**src/rtl/hazard_stall_ctrl_pkg.sv**
```systemverilog
// hazard_stall_ctrl_pkg
// Shared definitions for the pipeline hazard/stall controller:
//   - FSM state encoding (RUN / BR_WAIT)
//   - default register-index width
//   - architectural zero register index (never a real dependency)
package hazard_stall_ctrl_pkg;

  typedef enum logic {
    RUN     = 1'b0,
    BR_WAIT = 1'b1
  } hz_state_e;

  localparam int REG_W_DEF = 5;
  localparam int ZERO_REG  = 0;

endpackage

```
**src/rtl/hazard_stall_ctrl.sv**
```systemverilog
// hazard_stall_ctrl
// Hold/bubble/flush generator for the 5-stage MIPS pipeline. Resolves cache
// stalls (Freeze), load-use and ID-branch operand hazards (Bubble) and taken
// branch flushes. Outputs are Mealy: combinational from state and inputs.
//
// Ports:
//   clk, rst                  core clock, asynchronous active-high reset
//   id_rs, id_rt, id_uses_rt  source operands of the instruction in ID
//   id_branch, id_br_taken    branch in ID and its resolved direction
//   ex_cache_read, ex_reg_write, ex_dst   EX-stage producer info
//   mem_cache_read, mem_dst   MEM-stage load info
//   icache_stall, dcache_stall  cache busy
//   pc_hold..memwb_hold       hold stage registers (1 = keep contents)
//   idex_nop                  zero ID/EX control fields
//   ifid_flush                flush IF/ID on taken branch
//   state_o                   FSM state (0 = RUN, 1 = BR_WAIT)
//
// Optional: define HAZ_PERF_CNT_EN to add saturating 32-bit counters
// perf_cstall_cyc, perf_bubbles, perf_flushes.
module hazard_stall_ctrl
  import hazard_stall_ctrl_pkg::*;
#(
  parameter int REG_W = REG_W_DEF
) (
  input  logic             clk,
  input  logic             rst,
  input  logic [REG_W-1:0] id_rs,
  input  logic [REG_W-1:0] id_rt,
  input  logic             id_uses_rt,
  input  logic             id_branch,
  input  logic             id_br_taken,
  input  logic             ex_cache_read,
  input  logic             ex_reg_write,
  input  logic [REG_W-1:0] ex_dst,
  input  logic             mem_cache_read,
  input  logic [REG_W-1:0] mem_dst,
  input  logic             icache_stall,
  input  logic             dcache_stall,
  output logic             pc_hold,
  output logic             ifid_hold,
  output logic             idex_hold,
  output logic             exmem_hold,
  output logic             memwb_hold,
  output logic             idex_nop,
  output logic             ifid_flush,
`ifdef HAZ_PERF_CNT_EN
  output logic [31:0]      perf_cstall_cyc,
  output logic [31:0]      perf_bubbles,
  output logic [31:0]      perf_flushes,
`endif
  output logic             state_o
);

  localparam logic [REG_W-1:0] ZERO_IDX = REG_W'(ZERO_REG);

  hz_state_e state_q, state_d;

  logic match_ex, match_mem, cstall;
  logic lu, bex, bmem, bld;
  logic bubble, freeze, flush;

  // Writes to the zero register never create a dependency.
  assign match_ex  = (ex_dst != ZERO_IDX) &&
                     ((ex_dst == id_rs) || (id_uses_rt && ex_dst == id_rt));
  assign match_mem = (mem_dst != ZERO_IDX) &&
                     ((mem_dst == id_rs) || (id_uses_rt && mem_dst == id_rt));
  assign cstall    = icache_stall | dcache_stall;

  assign lu   = ex_cache_read & match_ex;
  assign bex  = id_branch & ex_reg_write & match_ex;
  assign bmem = id_branch & mem_cache_read & match_mem;
  assign bld  = id_branch & ex_cache_read & match_ex;

  always_comb begin
    state_d = state_q;
    bubble  = 1'b0;
    freeze  = 1'b0;
    flush   = 1'b0;
    unique case (state_q)
      RUN: begin
        if (cstall) begin
          freeze = 1'b1;
        end else if (bld) begin
          // Load result reaches the ID comparator two cycles later.
          bubble  = 1'b1;
          state_d = BR_WAIT;
        end else if (lu | bex | bmem) begin
          bubble = 1'b1;
        end else if (id_branch & id_br_taken) begin
          flush = 1'b1;
        end
      end
      BR_WAIT: begin
        if (cstall) begin
          freeze = 1'b1;
        end else begin
          // Second bubble of the load->branch sequence; hazards are
          // re-examined in RUN next cycle.
          bubble  = 1'b1;
          state_d = RUN;
        end
      end
      default: state_d = RUN;
    endcase
    // Reset forces every control low regardless of inputs.
    if (rst) begin
      bubble = 1'b0;
      freeze = 1'b0;
      flush  = 1'b0;
    end
  end

  always_ff @(posedge clk or posedge rst) begin
    if (rst) state_q <= RUN;
    else     state_q <= state_d;
  end

  assign pc_hold    = bubble | freeze;
  assign ifid_hold  = bubble | freeze;
  assign idex_hold  = freeze;
  assign exmem_hold = freeze;
  assign memwb_hold = freeze;
  assign idex_nop   = bubble;
  assign ifid_flush = flush;
  assign state_o    = rst ? 1'b0 : (state_q == BR_WAIT);

`ifdef HAZ_PERF_CNT_EN
  logic [31:0] cstall_q, bubbles_q, flushes_q;

  always_ff @(posedge clk or posedge rst) begin
    if (rst) begin
      cstall_q  <= '0;
      bubbles_q <= '0;
      flushes_q <= '0;
    end else begin
      if (freeze && cstall_q  != '1) cstall_q  <= cstall_q + 32'd1;
      if (bubble && bubbles_q != '1) bubbles_q <= bubbles_q + 32'd1;
      if (flush  && flushes_q != '1) flushes_q <= flushes_q + 32'd1;
    end
  end

  assign perf_cstall_cyc = cstall_q;
  assign perf_bubbles    = bubbles_q;
  assign perf_flushes    = flushes_q;
`endif

endmodule

```
**config.mk**
```make
export PLATFORM = sky130hd
export DESIGN_NAME = hazard_stall_ctrl
export DESIGN_NICKNAME = d
export VERILOG_FILES = /design/src/rtl/hazard_stall_ctrl_pkg.sv /design/src/rtl/hazard_stall_ctrl.sv
export SDC_FILE = /design/constraint.sdc
export NUM_CORES = 1
export LEC_CHECK = 0
export BUFFER_PORTS_ARGS = -buffer_cell sky130_fd_sc_hd__buf_2
export CELL_PAD_IN_SITES_DETAIL_PLACEMENT = 0
export CELL_PAD_IN_SITES_GLOBAL_PLACEMENT = 1
export CORE_ASPECT_RATIO = 0.9
export CORE_UTILIZATION = 22
export DETAILED_ROUTE_END_ITERATION = 7
export PLACE_DENSITY_LB_ADDON = 0.1
export SLEW_MARGIN = 20
export SYNTH_ARGS = -nofsm -noshare
export SYNTH_HDL_FRONTEND = slang
export SYNTH_SLANG_ARGS = --single-unit
```
**constraint.sdc**
```tcl
create_clock -name clk -period 2.1 [get_ports clk]
set_input_delay 0.42 -clock clk [delete_from_list [all_inputs] [get_ports clk]]
set_output_delay 0.42 -clock clk [all_outputs]
set_load 0.005 [all_outputs]
```
# Word level (Yosys, flattened, before mapping)
# Index checks and enable logic that the tools add are counted.
dict set report op_classes {
  n_eq_ne 4
  mux 18
  bitwise 13
  reduce_logical 8
}
# op count
set op_table {}
lappend op_table {{equality test 5 bit} 4}
lappend op_table {{2-to-1 mux 1 bit} 16}
lappend op_table {{nonzero test 5 bit} 2}
lappend op_table {{AND 1 bit} 8}
lappend op_table {{logical AND 1 bit} 4}
lappend op_table {{OR 1 bit} 4}
lappend op_table {{case mux 1 bit (2 select lines)} 2}
lappend op_table {{logical OR 1 bit} 2}
lappend op_table {{inverter 1 bit} 1}
dict set report totals {
  register_bits 1
  in_bits 30
  output_inout_bits 8
  word_cells 44
}

# Depth between registers and ports, before layout
dict set report logic_depth {
  depth_word 13
  ltp_mapped 6
  ltp_nobuf 5
}

# Worst setup path before layout
# OpenSTA, ideal clock, no wires.
dict set report synth_path {
  kind {input -> output}
  from {in mem_dst[1]}
  to {out pc_hold}
  arrival_time_ns 1.537
  t_required_ns 1.680
  path_slack_ns 0.143
  cell_stages 5
  path_buffers 1
  path_cell_list {or4_4 -> o211ai_2 -> o22ai_2 -> o21a_1 -> buf_4}
}
dict set report synth_between {
  elab_chain_len 12
  elab_cells_between_ends 14
  classes_between {eq/ne: 2; mux: 5; bitwise: 3; reduce/logical: 4}
}
# item line
set synth_lines {}
lappend synth_lines {{start, declared} hazard_stall_ctrl.sv:36} ;# input logic [REG_W-1:0] mem_dst,
lappend synth_lines {{equality test 5 bit} hazard_stall_ctrl.sv:66} ;# ((mem_dst == id_rs) || (id_uses_rt && mem_dst == id_rt));
lappend synth_lines {{logical AND 1 bit} hazard_stall_ctrl.sv:66}
lappend synth_lines {{logical OR 1 bit} hazard_stall_ctrl.sv:66}
lappend synth_lines {{logical AND 1 bit (*)} hazard_stall_ctrl.sv:65} ;# assign match_mem = (mem_dst != ZERO_IDX) &&
lappend synth_lines {{AND 1 bit (*)} hazard_stall_ctrl.sv:71} ;# assign bmem = id_branch & mem_cache_read & match_mem;
lappend synth_lines {{OR 1 bit (*)} hazard_stall_ctrl.sv:87} ;# end else if (lu | bex | bmem) begin
lappend synth_lines {{2-to-1 mux 1 bit (*)} hazard_stall_ctrl.sv:87}
lappend synth_lines {{2-to-1 mux 1 bit (*)} hazard_stall_ctrl.sv:83} ;# end else if (bld) begin
lappend synth_lines {{2-to-1 mux 1 bit (*)} hazard_stall_ctrl.sv:81} ;# if (cstall) begin
lappend synth_lines {{case mux 1 bit (2 select lines) (*)} hazard_stall_ctrl.sv:79} ;# unique case (state_q)
lappend synth_lines {{2-to-1 mux 1 bit (*)} hazard_stall_ctrl.sv:106} ;# if (rst) begin
lappend synth_lines {{OR 1 bit (*)} n/a}
lappend synth_lines {{end, declared} hazard_stall_ctrl.sv:39} ;# output logic pc_hold,
# Every way passes the cells marked *; elsewhere a longest branch is shown, timed or not.

# Final worst setup path
dict set report layout_path {
  from {in mem_dst[1]}
  to {out idex_nop}
}
dict set report layout_between {
  elab_chain_len 11
  elab_cells_between_ends 13
  classes_between {eq/ne: 2; mux: 5; bitwise: 2; reduce/logical: 4}
}
# item line
set layout_lines {}
lappend layout_lines {{equality test 5 bit} hazard_stall_ctrl.sv:66}
lappend layout_lines {{logical AND 1 bit} hazard_stall_ctrl.sv:66}
lappend layout_lines {{logical OR 1 bit} hazard_stall_ctrl.sv:66}
lappend layout_lines {{logical AND 1 bit (*)} hazard_stall_ctrl.sv:65}
lappend layout_lines {{AND 1 bit (*)} hazard_stall_ctrl.sv:71}
lappend layout_lines {{OR 1 bit (*)} hazard_stall_ctrl.sv:87}
lappend layout_lines {{2-to-1 mux 1 bit (*)} hazard_stall_ctrl.sv:87}
lappend layout_lines {{2-to-1 mux 1 bit (*)} hazard_stall_ctrl.sv:83}
lappend layout_lines {{2-to-1 mux 1 bit (*)} hazard_stall_ctrl.sv:81}
lappend layout_lines {{case mux 1 bit (2 select lines) (*)} hazard_stall_ctrl.sv:79}
lappend layout_lines {{2-to-1 mux 1 bit (*)} hazard_stall_ctrl.sv:106}
lappend layout_lines {{end, declared} hazard_stall_ctrl.sv:44} ;# output logic idex_nop,
# Marks and branches as above.

==> impl_metrics.csv <==
group,metric,value,unit
global_routing,pin_count_of_the_biggest_net_entering_global_routing,6,
global_routing,first_global_vias,473,
placement,dp_hpwl,1.09,mm
worst_setup_path,cp-end-kind,"primary output",
sta,worst-slew-pin-transition,0.239,ns
global_routing,antenna_violations_before_repair,0,
sta,clock_skews,0,ns
final_layout,layout_utilization,39.9,%
cts,clock_latency_late_sink,0,ns
power,power-per-cell-area,202,nW/um^2
sta,slew_viol_final,0,
worst_setup_path,cp_slowest_cell,"or4_4",
worst_setup_path,r2r-start,"state_q",
sta,timing.setup.tns,0,ns
worst_setup_path,cp_data_required_time,1.68,ns
worst_setup_path,worst-path-buf-inv,2,
detailed_routing,detail_route.first_pass.iterations,3,
power,cellLeakagePower,0.355,nW
worst_setup_path,ff2ff_path_depth,3,
sta,hold_vio_cnt_final,0,
synthesis,synth.distinct_cells,21,
synthesis,ys_seq_area_share,6.12,%
die,core_footprint,1700,um^2
detailed_routing,number_of_design_rule_violations_left_by_the_first_detailed_router_iteration,6,
global_routing,globalRouteTotalUtil,12.7,%
final_layout,largest_register,"state_q",
final_layout,total_nets_final,126,
synthesis,synthMostInstantiatedCell,"xor2_1",
die,fp.dieW,47.5,um
detailed_routing,wl_per_cell,9.97,um
worst_setup_path,setup.reg_to_reg.worst_slack,1.16,ns
final_layout,largest_reg_flops,1,
sta,finalSetupViolations,0,
synthesis,most_used_flip_flop_cell_after_synthesis,"dfrtp_1",
power,cellInternalPower,82.5,uW
synthesis,number_of_synthesized_flops_with_an_enable_pin,0,
synthesis,yosysWarnings,0,
placement,gp_routability_congestion,0.716,
die,starting_utilization_of_the_core_area,24.1,%
worst_hold_path,hold_path.class,"primary input to async pin",
die,num_io_pins,38,
power,seq_power_share,14.8,%
worst_setup_path,slowest_stage_delay_cp,0.53,ns
placement,port-buffer-count,37,
synthesis,synthDominantAreaCellType,"xor2_1",
global_routing,grt_pass1_wl,1.97,mm
final_layout,biggestRegsByFlops,"state_q x1",
final_layout,drive_above_1_share,52.1,%
worst_setup_path,reg2reg_to,"state_q",
sta,final.period_utilization,99.7,%
power,p_switching,54.5,uW
job,max_cap_viol_count,0,
detailed_routing,drt.antenna.violating_nets,0,
worst_setup_path,critical_path_class,"primary input to primary output",
synthesis,async_reset_ff_share,100,%
detailed_routing,routed_wirelength,1.18,mm
synthesis,synth_common_cells,"18 x xor2_1, 5 x nor2_1, 4 x nor3_1",
die,dieArea,2040,um^2
worst_setup_path,start_kind,"primary input",
power,swShare,39.8,%
power,combinational_share_of_power,85.2,%
synthesis,post_synth.cell_area_avg,7.72,um^2
outcome,outcome,"finished, final reports clean",
sta,rsz0062_at_grt,"true",
worst_setup_path,critPathArrivalTime,1.67,ns
sta,minimum_clock_period,2.09,ns
synthesis,synthesis.nets,83,
worst_setup_path,cp_top_family,"simple AND/OR/NAND/NOR gates",
synthesis,total_standard_cell_area_after_synthesis,409,um^2
power,pwr-share-clk,0,%
worst_setup_path,worstPathCellList,"buf_6 -> or4_4 -> o211ai_2 -> o22ai_2 -> o211a_1 -> buf_2",
detailed_routing,route.detailed.vias_per_inst,4.31,
power,vdd.ir_drop.worst,0.117,mV
cts,clk_pin_slew,0,ns
worst_setup_path,crit_fanout,3,
cts,cts.hold.buffers_added,0,
synthesis,synth_seq_cells,1,
global_routing,globalRoute.totalOverflow,0,
detailed_routing,detailroute.via_count,508,
detailed_routing,post-route-drc-count,0,
die,die_h,42.9,um
final_layout,insertedDiodeCount,0,
sta,fmaxAchievable,478,MHz
final_layout,area.growth.synth_to_final,65.7,%
synthesis,synth_top_cells_by_area,"xor2_1 39%, dfrtp_1 6.1%, buf_4 5.5%",
synthesis,netlist.area_leader.share,38.5,%
die,fp-row-count,14,
sta,slew-limit-headroom,83.9,%
worst_setup_path,critPathLaunch,"mem_dst[1]",
synthesis,synthesized_netlist_cell_count,53,
## cells in the final DEF, fill, tap and decap left out
master	Yosys	layout
buf_2	0	35
xor2_1	18	17
buf_4	3	6
nor2_1	5	5
nor3_1	4	4
nand2_1	3	3
buf_6	0	3
nor4_1	2	2
xnor2_1	2	2
a32oi_1	2	2
o21ai_0	2	2
inv_1	1	1
xor2_2	0	1
or4_4	1	1
o211ai_2	1	1
a21o_1	1	1
o22ai_2	1	1
o211a_1	1	1
or3_1	1	1
o21a_1	1	1
nor2b_1	1	1
nor4_2	1	1
nand4_1	1	1
dfrtp_1	1	1
## per-stage QoR
step | hold WS, ns | instance area, um^2 | setup WS, ns | total power, mW | instances
after floorplan | 0.165 | 409 | 0.143 | 0.0714 | 53
after global placement | 0.322 | 647 | -0.0418 | 0.134 | 117
after detailed placement | 0.323 | 647 | -0.0447 | 0.132 | 117
after CTS | 0.323 | 647 | -0.0294 | 0.133 | 117
after global routing | 0.346 | 678 | -0.0791 | 0.151 | 118
final | 0.321 | 678 | 0.00715 | 0.137 | 118
## layout make-up
type / instances / area (um^2)
multi-input cells: 48 / 365
well taps: 24 / 30.0
fillers: 197 / 1020
flip-flops and latches: 1 / 25.0
inverters: 1 / 3.75
repair buffers: 44 / 254
## worst register-to-register path, stage by stage (launching register included)
cell and delay (ns):
dfrtp_1 0.39, nor3_1 0.20, nand4_1 0.11, o21ai_0 0.16
## power groups by stage
| stage | combinational, mW | sequential, mW | clock, mW |
|---|---|---|---|
| 4_1_cts | 0.113 | 0.0203 | 0 |
| 5_1_grt | 0.130 | 0.0204 | 0 |
| 3_3_place_gp | 0.114 | 0.0203 | 0 |
| 2_1_floorplan | 0.0512 | 0.0202 | 0 |
| 6_report | 0.117 | 0.0203 | 0 |
| 3_5_place_dp | 0.112 | 0.0203 | 0 |
## layer usage
| metal | part of all wire [%] | global-route usage, % |
|---|---|---|
| met5 | 0 | 0 |
| met4 | 0 | 0 |
| met1 | 51 | 21.7 |
| met3 | 6.1 | 0.426 |
| met2 | 42 | 18.1 |
## logic make-up (layout without fill, tap and decap cells)
| kind of cell | after synthesis | in the layout | synth area share (%) |
|---|---|---|---|
| compound gates | 9 | 9 | 19.0 |
| xor+xnor | 20 | 20 | 42.8 |
| buf+inv | 4 | 45 | 6.42 |
| flops | 1 | 1 | 6.12 |
| simple gates | 19 | 19 | 25.7 |
## how the worst max path moves through the flow
| stage | cells after the start | to | slack (ns) |
|---|---|---|---|
| 4_1_cts | 6 | idex_nop | -0.03 |
| 2_1_floorplan | 5 | pc_hold | 0.14 |
| 3_5_place_dp | 6 | ifid_flush | -0.04 |
| 6_report | 6 | idex_nop | 0.007 |
| 3_3_place_gp | 6 | ifid_flush | -0.04 |
| 5_1_grt | 8 | ifid_hold | -0.08 |
## repair_timing
item / CTS / global route
gates resized for setup: 0 / 4
setup endpoints to repair: 1 / 4
pin swaps: 3 / 4
setup buffers: 0 / 1
Note: power is estimated with default switching activity, not from simulation.
